[src/rtl/div_n_if.sv]
// -----------------------------------------------------------------------------
// div_n_if -- control and status bundle of the div_n clock divider.
//
//   en        count enable (master -> slave)
//   load      single-cycle divisor reload request (master -> slave)
//   div_in    new divisor, sampled with load (master -> slave)
//   tick      one-cycle strobe per N enabled cycles (slave -> master)
//   clk_out   registered divided square wave (slave -> master)
//   count     current counter value 0..N-1 (slave -> master)
//   div_cur   divisor currently in effect (slave -> master)
//   load_err  one-cycle strobe after a rejected load (slave -> master)
// -----------------------------------------------------------------------------
interface div_n_if #(
   parameter int WIDTH = 8
);
   logic             en;
   logic             load;
   logic [WIDTH-1:0] div_in;
   logic             tick;
   logic             clk_out;
   logic [WIDTH-1:0] count;
   logic [WIDTH-1:0] div_cur;
   logic             load_err;

   modport master (
      output en, load, div_in,
      input  tick, clk_out, count, div_cur, load_err
   );

   modport slave (
      input  en, load, div_in,
      output tick, clk_out, count, div_cur, load_err
   );
endinterface : div_n_if

[src/rtl/div_n.sv]
// -----------------------------------------------------------------------------
// div_n -- runtime-programmable clock divider.
//
// Counts enabled clk cycles modulo the divisor N, producing a one-cycle tick
// on each wrap and a registered square wave clk_out that is low for ceil(N/2)
// and high for floor(N/2) cycles of each period. N is reloadable at run time;
// divisors below 2 are rejected with a one-cycle load_err.
//
// Ports:
//   clk   system clock, rising edge
//   rst   asynchronous, active-high reset
//   bus   div_n_if slave modport (en, load, div_in in; tick, clk_out, count,
//         div_cur, load_err out)
// Parameters:
//   WIDTH        counter/divisor width, 2..16
//   DEFAULT_DIV  divisor after reset, 2..2^WIDTH-1
// -----------------------------------------------------------------------------
module div_n #(
   parameter int WIDTH       = 8,
   parameter int DEFAULT_DIV = 100
) (
   input logic    clk,
   input logic    rst,
   div_n_if.slave bus
);

   localparam logic [WIDTH-1:0] DIV_RST = WIDTH'(DEFAULT_DIV);

   logic [WIDTH-1:0] div_q;
   logic [WIDTH-1:0] count_q;
   logic             tick_q;
   logic             clk_out_q;
   logic             load_err_q;

   logic [WIDTH-1:0] half;
   logic [WIDTH-1:0] count_inc;
   logic             at_wrap;
   logic             load_ok;

   // NOTE: every signal is assigned unconditionally here, so no latch can be inferred.
   always_comb begin
      half      = div_q - (div_q >> 1);          // ceil(D/2): first high count
      count_inc = count_q + WIDTH'(1);
      at_wrap   = (count_q == div_q - WIDTH'(1));
      load_ok   = (bus.div_in >= WIDTH'(2));
   end

   // NOTE: sequential state uses non-blocking assignments only, so every flop
   // samples pre-edge values regardless of statement order.
   always_ff @(posedge clk or posedge rst) begin
      if (rst) begin
         div_q      <= DIV_RST;
         count_q    <= '0;
         tick_q     <= 1'b0;
         clk_out_q  <= 1'b0;
         load_err_q <= 1'b0;
      end else if (bus.load) begin
         // A load outranks counting: en is ignored and no tick can be produced.
         tick_q <= 1'b0;
         if (load_ok) begin
            div_q      <= bus.div_in;
            count_q    <= '0;
            clk_out_q  <= 1'b0;
            load_err_q <= 1'b0;
         end else begin
            load_err_q <= 1'b1;
         end
      end else begin
         load_err_q <= 1'b0;
         tick_q     <= 1'b0;
         if (bus.en) begin
            if (at_wrap) begin
               count_q   <= '0;
               tick_q    <= 1'b1;
               clk_out_q <= 1'b0;          // 0 is always below half
            end else begin
               count_q   <= count_inc;
               // Registered from the next count so clk_out tracks C >= H.
               clk_out_q <= (count_inc >= half);
            end
         end
      end
   end

   assign bus.tick     = tick_q;
   assign bus.clk_out  = clk_out_q;
   assign bus.count    = count_q;
   assign bus.div_cur  = div_q;
   assign bus.load_err = load_err_q;

endmodule : div_n

[src/flat_wrapper.sv]
// flat-port wrapper written by rule: the top's interface ports become plain ports
module div_n_flat 
#(
   parameter int WIDTH       = 8,
   parameter int DEFAULT_DIV = 100
)
  (clk, rst, bus_en, bus_load, bus_div_in, bus_tick, bus_clk_out, bus_count, bus_div_cur, bus_load_err);
  div_n_if #(.WIDTH(WIDTH)) bus_i ();
  input logic clk;
  input logic rst;
  input wire logic [$bits(bus_i.en)-1:0] bus_en;
  input wire logic [$bits(bus_i.load)-1:0] bus_load;
  input wire logic [$bits(bus_i.div_in)-1:0] bus_div_in;
  output wire logic [$bits(bus_i.tick)-1:0] bus_tick;
  output wire logic [$bits(bus_i.clk_out)-1:0] bus_clk_out;
  output wire logic [$bits(bus_i.count)-1:0] bus_count;
  output wire logic [$bits(bus_i.div_cur)-1:0] bus_div_cur;
  output wire logic [$bits(bus_i.load_err)-1:0] bus_load_err;
  assign bus_i.en = bus_en;
  assign bus_i.load = bus_load;
  assign bus_i.div_in = bus_div_in;
  assign bus_tick = bus_i.tick;
  assign bus_clk_out = bus_i.clk_out;
  assign bus_count = bus_i.count;
  assign bus_div_cur = bus_i.div_cur;
  assign bus_load_err = bus_i.load_err;
  div_n #(.WIDTH(WIDTH), .DEFAULT_DIV(DEFAULT_DIV)) u_core (.clk(clk), .rst(rst), .bus(bus_i));
endmodule
[config.mk]
export PLATFORM = sky130hd
export DESIGN_NAME = div_n_flat
export DESIGN_NICKNAME = d
export VERILOG_FILES = /design/src/rtl/div_n_if.sv /design/src/rtl/div_n.sv /design/src/flat_wrapper.sv
export SDC_FILE = /design/constraint.sdc
export NUM_CORES = 1
export LEC_CHECK = 0
export CAP_MARGIN = 5
export CORE_UTILIZATION = 27
export CTS_BUF_LIST = sky130_fd_sc_hd__clkbuf_2
export DETAILED_ROUTE_END_ITERATION = 10
export GPL_TIMING_DRIVEN = 1
export MAX_ROUTING_LAYER = met4
export SYNTH_ARGS = -nofsm -noshare
export SYNTH_HDL_FRONTEND = slang
export SYNTH_SLANG_ARGS = --single-unit
[constraint.sdc]
create_clock -name clk -period 3.25 [get_ports clk]
set_clock_uncertainty 0.1 [all_clocks]
set_input_delay 0.65 -clock clk [delete_from_list [all_inputs] [get_ports clk]]
set_output_delay 0.65 -clock clk [all_outputs]
set_load 0.02 [all_outputs]
======== Word-level counts from Yosys, hierarchy flattened ========
Cells that the tools add are included.
word-level totals
  register bits ........................... 19
  output and inout bits ................... 19
  logic and storage cells ................. 28
  bits of input ports ..................... 12
cells by class
  muxes and demuxes ....................... 13
  reductions and logical operators ........ 3
  equality and inequality tests ........... 2
  order comparisons ....................... 2
  add/sub/neg operators ................... 3
operator list
  kind                                                                                  count
  8-bit two-way mux                                                                     4
  1-bit two-way mux                                                                     9
  8-bit by 1-bit adder with 8-bit output (second input constant)                        1
  8-bit == test                                                                         1
  8-bit by 2-bit greater-or-equal comparator with 1-bit output (second input constant)  1
  8-bit greater-or-equal comparator                                                     1
  8-bit by 1-bit subtractor with 8-bit output (second input constant)                   1
  8-bit by 7-bit subtractor with 8-bit output                                           1
  2-bit AND reduction                                                                   2
  2-bit by 1-bit != test with 1-bit output (second input constant)                      1
  2-bit nonzero test                                                                    1

======== Longest topological paths before layout ========
  depth after elaboration ................. 5
  depth in mapped cells ................... 15
  mapped depth without buffers ............ 15

======== Least setup slack after synthesis ========
No wires, ideal clock.
  path kind ............................... register to register
  start ................................... register u_core.div_q[2] (netlist: u_core.bus.div_cur[2])
  end ..................................... register u_core.clk_out_q (netlist: u_core.bus.clk_out)
  required time ........................... 3.026 ns
  arrival ................................. 2.650 ns
  buffers on the path ..................... 0
  library setup time ...................... 0.124 ns
  cell stages (with the launch flop) ...... 13
  clock period less this slack ............ 2.874 ns
  slack ................................... 0.376 ns
  path through ............................ dfstp_2 > inv_1 > ha_1 > o21ba_2 > o21ai_0 > a221oi_1 > xnor2_1 > ha_1 > a21o_1 > a21o_1 > a21oi_1 > o31a_1 > o21ai_1
between the ends
  cells in the longest elaborated chain, start to end .. 5
  elaborated cells between the ends (all ways) .. 7
  those cells by class .................... 2 x add/sub; 1 x order compare; 1 x eq/ne; 3 x mux
RTL lines
  what                                                                                                        RTL line                  RTL
  start: declaration                                                                                          div_n.sv:29               logic [WIDTH-1:0] div_q;
  start signal: assignment                                                                                    div_n.sv:61               div_q <= bus.div_in;
  8-bit by 7-bit subtractor with 8-bit output or 8-bit by 1-bit subtractor with 8-bit output (tied branches)  div_n.sv:42, div_n.sv:44
  8-bit greater-or-equal comparator or 8-bit == test (tied branches)                                          div_n.sv:79, div_n.sv:44
  1-bit two-way mux *                                                                                         div_n.sv:72               if (at_wrap) begin
  1-bit two-way mux *                                                                                         div_n.sv:71               if (bus.en) begin
  1-bit two-way mux *                                                                                         div_n.sv:57               end else if (bus.load) begin
  end signal: assignment                                                                                      div_n.sv:79               clk_out_q <= (count_inc >= half);
  end: declaration                                                                                            div_n.sv:32               logic clk_out_q;
Mark *: on every way between the ends. The rest lies on a longest branch, timed or not. The select of a mux whose other input is x is not followed.
A chain may end at the register's enable or synchronous reset.

======== Worst setup path in the final report ========
Ends and elaborated chain as after synthesis.

==> results.toml <==
[clock_network]
cts_hold_buffers = 0
cts_max_level = 1
clk_pin_slew_ns = 0.23
clock_latency_ns = 0.34
cts_made_buffers = 3
postCtsSetupBuffers = 0
cts_tree = "yes"
cts_sinks = 19
cts_resized = 0
cts_root_buffer = "clkbuf_2"
clockBufferDepth = 2

[route]
drc_errors = 0
viasPerCell = 4.604
drt-pass1-iter-count = 4
drt_iter0_drc = 60
wire_per_inst_um = 12.66
drt_wl_total_mm = 3.837
vias = 1395
ant_nets = 0

[final_layout]
diodes = 0
layout.cells.non_filler = 303
design_area_sq_mm = 0.002072
fill_cells = 622
final_util_pct = 35.00
nets = 268
syn_to_final_growth_pct = 24.70
drive_gt1_share_pct = 6.579

[synth]
yosysSeqAreaShare_pct = 28.84
synthTopCellsByCount = "nand2_1, ha_1, xnor2_1"
async_flop_share_pct = 100.0
synth-seq-cells = 19
post_synth_num_cell_types = 36
synth_most_common_cell = "nand2_1"
netlist.area_leader.share_pct = 24.10
synth_fp_nets = 235
yosys_warnings = 0
syn_avg_cell_area_sq_um = 8.478
synth_ff_type = "dfrtp_1"
yosysTopAreaCell = "dfrtp_1"
syn_area_sq_mm = 0.001662
synth_edf_count = 0
synth_area_leaders = "dfrtp_1, ha_1, xnor2_1"
syn_inst = 196

[power]
p_clk_share_pct = 16.5
p_sw_uw = 256.3
p_leak_uw = 0.0009697
max-vdd-ir-drop_mv = 0.2009
finalPower_uw = 669.3
p_seq_share_pct = 41.0
comb_power_share_pct = 42.5
internal_power_uw = 413.0
powerDensity_mw_per_mm2 = 323.0
p_sw_share_pct = 38.30

[sta]
relSlewSlack_pct = 50.84
finalSetupViolCount = 0
maxSlewViolCount = 0
hold_viol = 0
finalCriticalPeriod_ns = 2.922
rsz0062_at_grt = "false"
worst_pin_slew_ns = 0.7366
fin_setup_tns_ns = 0
fmaxAchievable_mhz = 342.2
finalCritPeriodShare_pct = 89.92

[floorplanning]
ios = 31
core_sq_mm = 0.005921
rows = 28
start_util_pct = 28.06
die_w_um = 80.45
die_h_um = 80.45
dieArea_sq_mm = 0.006471

[worst_setup_path]
end_kind = "flip-flop"
arrival_ns = 3.12
max_stage_delay_ns = 0.61
start_kind = "flip-flop"
crit_buf_inv = 1
cp.required_ns = 3.45
cp_top_family = "compound AO/OA/AOI/OAI gates"
worstPathMaxFanout = 5
crit_top_cell = "ha_1"
crit_type = "reg2reg"
crit_chain = "inv_1 -> ha_1 -> o21ba_2 -> o21ai_0 -> a221oi_1 -> o21bai_1 -> a21oi_1 -> xnor2_1 -> ha_1 -> nand4_1 -> o31a_1 -> o21ai_1"
cp_slowest_cell = "dfstp_2"

[global_routing]
grt_usage_pct = 13.80
grt_pass1_wl_mm = 6.596
antenna_found_initial = 0
grt_start_max_net_pins = 20
grt_pass1_vias = 1410
grt_overflow_total = 0

[placement]
dp_hpwl_mm = 3.171
port-buffer-count = 30
dpl.cell_count = 299
dpl-instance-area_sq_mm = 0.002052
gp_congestion = 0.8234

[job]
maxCapViolations = 0

[hold_path]
hp-class = "reg2reg"

[run_status]
outcome = "finished, final reports clean"
-- through the flow --
stage | hold WS, ns | worst slack [ns]
detailed placement | 0.3901 | 0.2757
floorplan | 0.4176 | 0.3755
global route | 0.4449 | 0.02735
finish | 0.4121 | 0.3276
global placement | 0.3872 | 0.3581
CTS | 0.4154 | 0.2869
-- cells in the final DEF, fill, tap and decap left out, types with 5 or more instances in the layout --
cell type and instances:
nand3_1 5, clkdlybuf4s50_1 30, ha_1 26, inv_1 18, nand2_1 41, a21oi_1 5, nor2_1 8, xnor2_1 19
xor2_1 5, dfrtp_1 16, o21ai_0 8
-- worst reg2reg max path, delay by kind of cell, from the launching register on --
| kind | cells | cell delay (ns) |
|---|---|---|
| compound gates | 7 | 1.34 |
| xor+xnor | 1 | 0.09 |
| fa+ha+maj | 2 | 0.58 |
| buf+inv | 1 | 0.12 |
| flops | 1 | 0.61 |
| simple gates | 1 | 0.09 |
-- final timing paths --
path / endpoint / from / slack (ns) / cells past startpoint
worst max register to register: u_core.bus.clk_out / u_core.bus.div_cur[2] / 0.33 / 12
worst max-delay path: u_core.bus.clk_out / u_core.bus.div_cur[2] / 0.33 / 12
worst min register to register: u_core.bus.div_cur[2] / u_core.bus.div_cur[2] / 0.41 / 2
worst min-delay path: u_core.bus.div_cur[2] / u_core.bus.div_cur[2] / 0.41 / 2
max in group asynchronous: u_core.bus.div_cur[4] / rst / 1.96 / 2
min in group asynchronous: u_core.bus.tick / rst / 0.58 / 2
-- flip-flops by register name, summed over array words and instances, names as in the netlist --
signal and flops:
u_core.bus.clk_out 1, u_core.bus.load_err 1, u_core.bus.div_cur 8, u_core.bus.tick 1
u_core.bus.count 8
-- metal layers --
metal  vias up  GRT usage [%]  share of wire, %
met5         -              -                 0
met4         0          2.679              0.70
met3         4          2.159               3.5
met2        28          23.39                47
met1       644          17.36                49
li1        719              -                 -
-- power groups by stage --
stage          sequential [uW]  clock (uW)  combinational [uW]
2_1_floorplan              287           0                 188
3_3_place_gp               279           0                 283
3_5_place_dp               279           0                 286
4_1_cts                    275         116                 288
5_1_grt                    278         127                 324
6_report                   275         110                 284
-- area by class of cell --
| class | count | area (sq um) | share of cell area [%] |
|---|---|---|---|
| multi-input cells | 156 | 1104 | 53.26 |
| clock inverters | 1 | 5.005 | 0.2415 |
| clock buffers | 3 | 15.01 | 0.7246 |
| well taps | 75 | 93.84 | 4.529 |
| inverters | 18 | 67.56 | 3.261 |
| repair buffers | 31 | 307.8 | 14.86 |
| flip-flops and latches | 19 | 479.2 | 23.13 |
-- kinds of logic (layout without fill, tap and decap cells) --
family | count (synthesis) | count (layout) | synth area share, %
and+or+nand+nor | 73 | 73 | 20.26
AOI/OAI and AO/OA | 31 | 31 | 12.05
adders and majority gates | 27 | 27 | 20.78
xor gates and xnor gates | 24 | 24 | 12.65
buffers and inverters | 21 | 53 | 4.744
DFF | 19 | 19 | 28.84
muxes | 1 | 1 | 0.6777
Power figures use the tool's default switching activity.
==> patch, RTL diff (config.mk and constraints unchanged) <==
Make the reset (`rst`) synchronous in one clocked block. Comments in the files are not updated.
--- a/src/rtl/div_n.sv
+++ b/src/rtl/div_n.sv
@@ -49,3 +49,3 @@
    // samples pre-edge values regardless of statement order.
-   always_ff @(posedge clk or posedge rst) begin
+   always_ff @(posedge clk) begin
       if (rst) begin
Formal check against the unedited RTL: differs if rst is asserted again (counterexample within 4 cycles, from zero or initial values and one cycle with rst high); with rst held inactive, the same outputs for 10 cycles.
==> patch against the unedited design <==
Wire length shrank 4.1%; synthesized area shrank 4.6%; design area shrank 4.3%; worst setup slack gained 0.077 ns; sequential cell count is the same; critical path type unchanged; die area shrank 4.5%; power shrank 19%; fmax grew 2.7%.
==> patch: results <==
metrics = {
    "global_route": {
        "grt_pass1_vias": 1277,
        "grt_use_met1": 0.1731,
        "grt_max_degree": 12,
        "met2_usage": 0.2078,
        "grt_pass1_wl_um": 6168,
        "grt_usage": 0.1306,
        "use_met3": 0.01628,
    },
    "placed_design": {
        "place_inst": 285,
        "place_congestion": 0.8523,
        "dp_hpwl_um": 3008,
        "place_area_um2": 1963,
    },
    "power": {
        "sw_frac_of_total": 0.3343,
    },
    "logic_synthesis": {
        "synthArstFlopShare": 0,
        "synth_compound_area_frac": 0.1429,
        "synth_mux_area_frac": 0,
        "ys_top_cells_by_area": "dfxtp_1 (24%), ha_1 (21%), xnor2_1 (12%), nand2_1 (4.5%), xor2_1 (4.4%)",
        "syn_area_um2": 1585,
        "synth_commonest_cells": "ha_1 (26), xnor2_1 (22), dfxtp_1 (19), nand2_1 (19), inv_1 (15)",
        "synth_cell_types": 35,
        "synth_cells": 188,
        "syn_nets": 227,
        "yosysSeqAreaShare": 0.2399,
        "synth-main-ff-cell": "dfxtp_1",
        "synth_xor_area_frac": 0.1657,
    },
    "worst_setup_path": {
        "rr_worst_depth": 13,
        "slowest_delay_ns": 0.51,
        "arrival_ns": 2.96,
        "crit_fanout": 6,
        "timing.rr.start": "u_core.bus.div_cur[1]",
    },
    "sta": {
        "worst_pin_slew_ns": 0.7642,
    },
    "route": {
        "post_drt_via_cell_ratio": 4.651,
        "routed_wl_um": 3680,
        "met1_length_um": 1866,
        "wl_met3_um": 122,
        "drtIter0Drc": 84,
    },
    "clock_network": {
        "clk_latency_ns": 0.31,
        "clk_pin_slew_worst_paths_ns": 0.19,
    },
    "finish": {
        "layout.cells.non_filler": 289,
        "final_nets": 257,
    },
    "outcome": {
        "status": "finished clean",
    },
    "min_path": {
        "holdCritStartpoint": "u_core.bus.clk_out",
        "hold_path_end": "u_core.bus.clk_out",
    },
}
## patch: kinds of logic (layout without fill, tap and decap cells)
kind of cell	Yosys count	count (layout)
buffers and inverters	23	52
AND/OR/NAND/NOR	55	55
AO/OA/AOI/OAI	34	34
adder cells (fa/ha/maj)	27	27
XOR/XNOR	30	30
flip-flops	19	19
## patch: area by class of cell
class / instances / area, µm²
clock buffers: 4 / 20.02
fillers: 571 / 3591
flip-flops and latches: 19 / 380.4
well taps: 72 / 90.09
multi-input cells: 146 / 1114
repair buffers: 33 / 322.8
inverters: 15 / 56.30
## patch: power by group through the flow
stage	Combinational, W	Sequential [W]	Clock (W)
floorplan	0.000119	0.000263	0
global placement	0.000182	0.000257	0
detailed placement	0.000184	0.000258	0
CTS	0.000185	0.000253	0.000113
global route	0.000207	0.000254	0.000126
finish	0.000183	0.000252	0.000107
## patch: worst max path at each step
stage | from | end | slack [ns] | depth (start not counted)
after global placement | u_core.bus.div_cur[2] | u_core.bus.clk_out | 0.48 | 13
after CTS | u_core.bus.div_cur[1] | u_core.bus.clk_out | 0.43 | 13
after global routing | u_core.bus.div_cur[1] | u_core.bus.clk_out | 0.07 | 14
final | u_core.bus.div_cur[1] | u_core.bus.clk_out | 0.40 | 13
after detailed placement | u_core.bus.div_cur[1] | u_core.bus.clk_out | 0.46 | 13
after floorplan | u_core.bus.div_cur[2] | u_core.bus.clk_out | 0.54 | 13
## patch: through the flow
step	setup WS (ns)	hold WS [ns]	util	power, W
final	0.4041	0.3766	0.3558	0.0005429
after global routing	0.06531	0.4502	0.3558	0.0005876
after CTS	0.4299	0.3871	0.3558	0.0005511
after detailed placement	0.4644	0.3582	0.3522	0.0004413
after global placement	0.4783	0.3637	0.3522	0.0004394
after floorplan	0.5400	0.4338	-	0.0003821
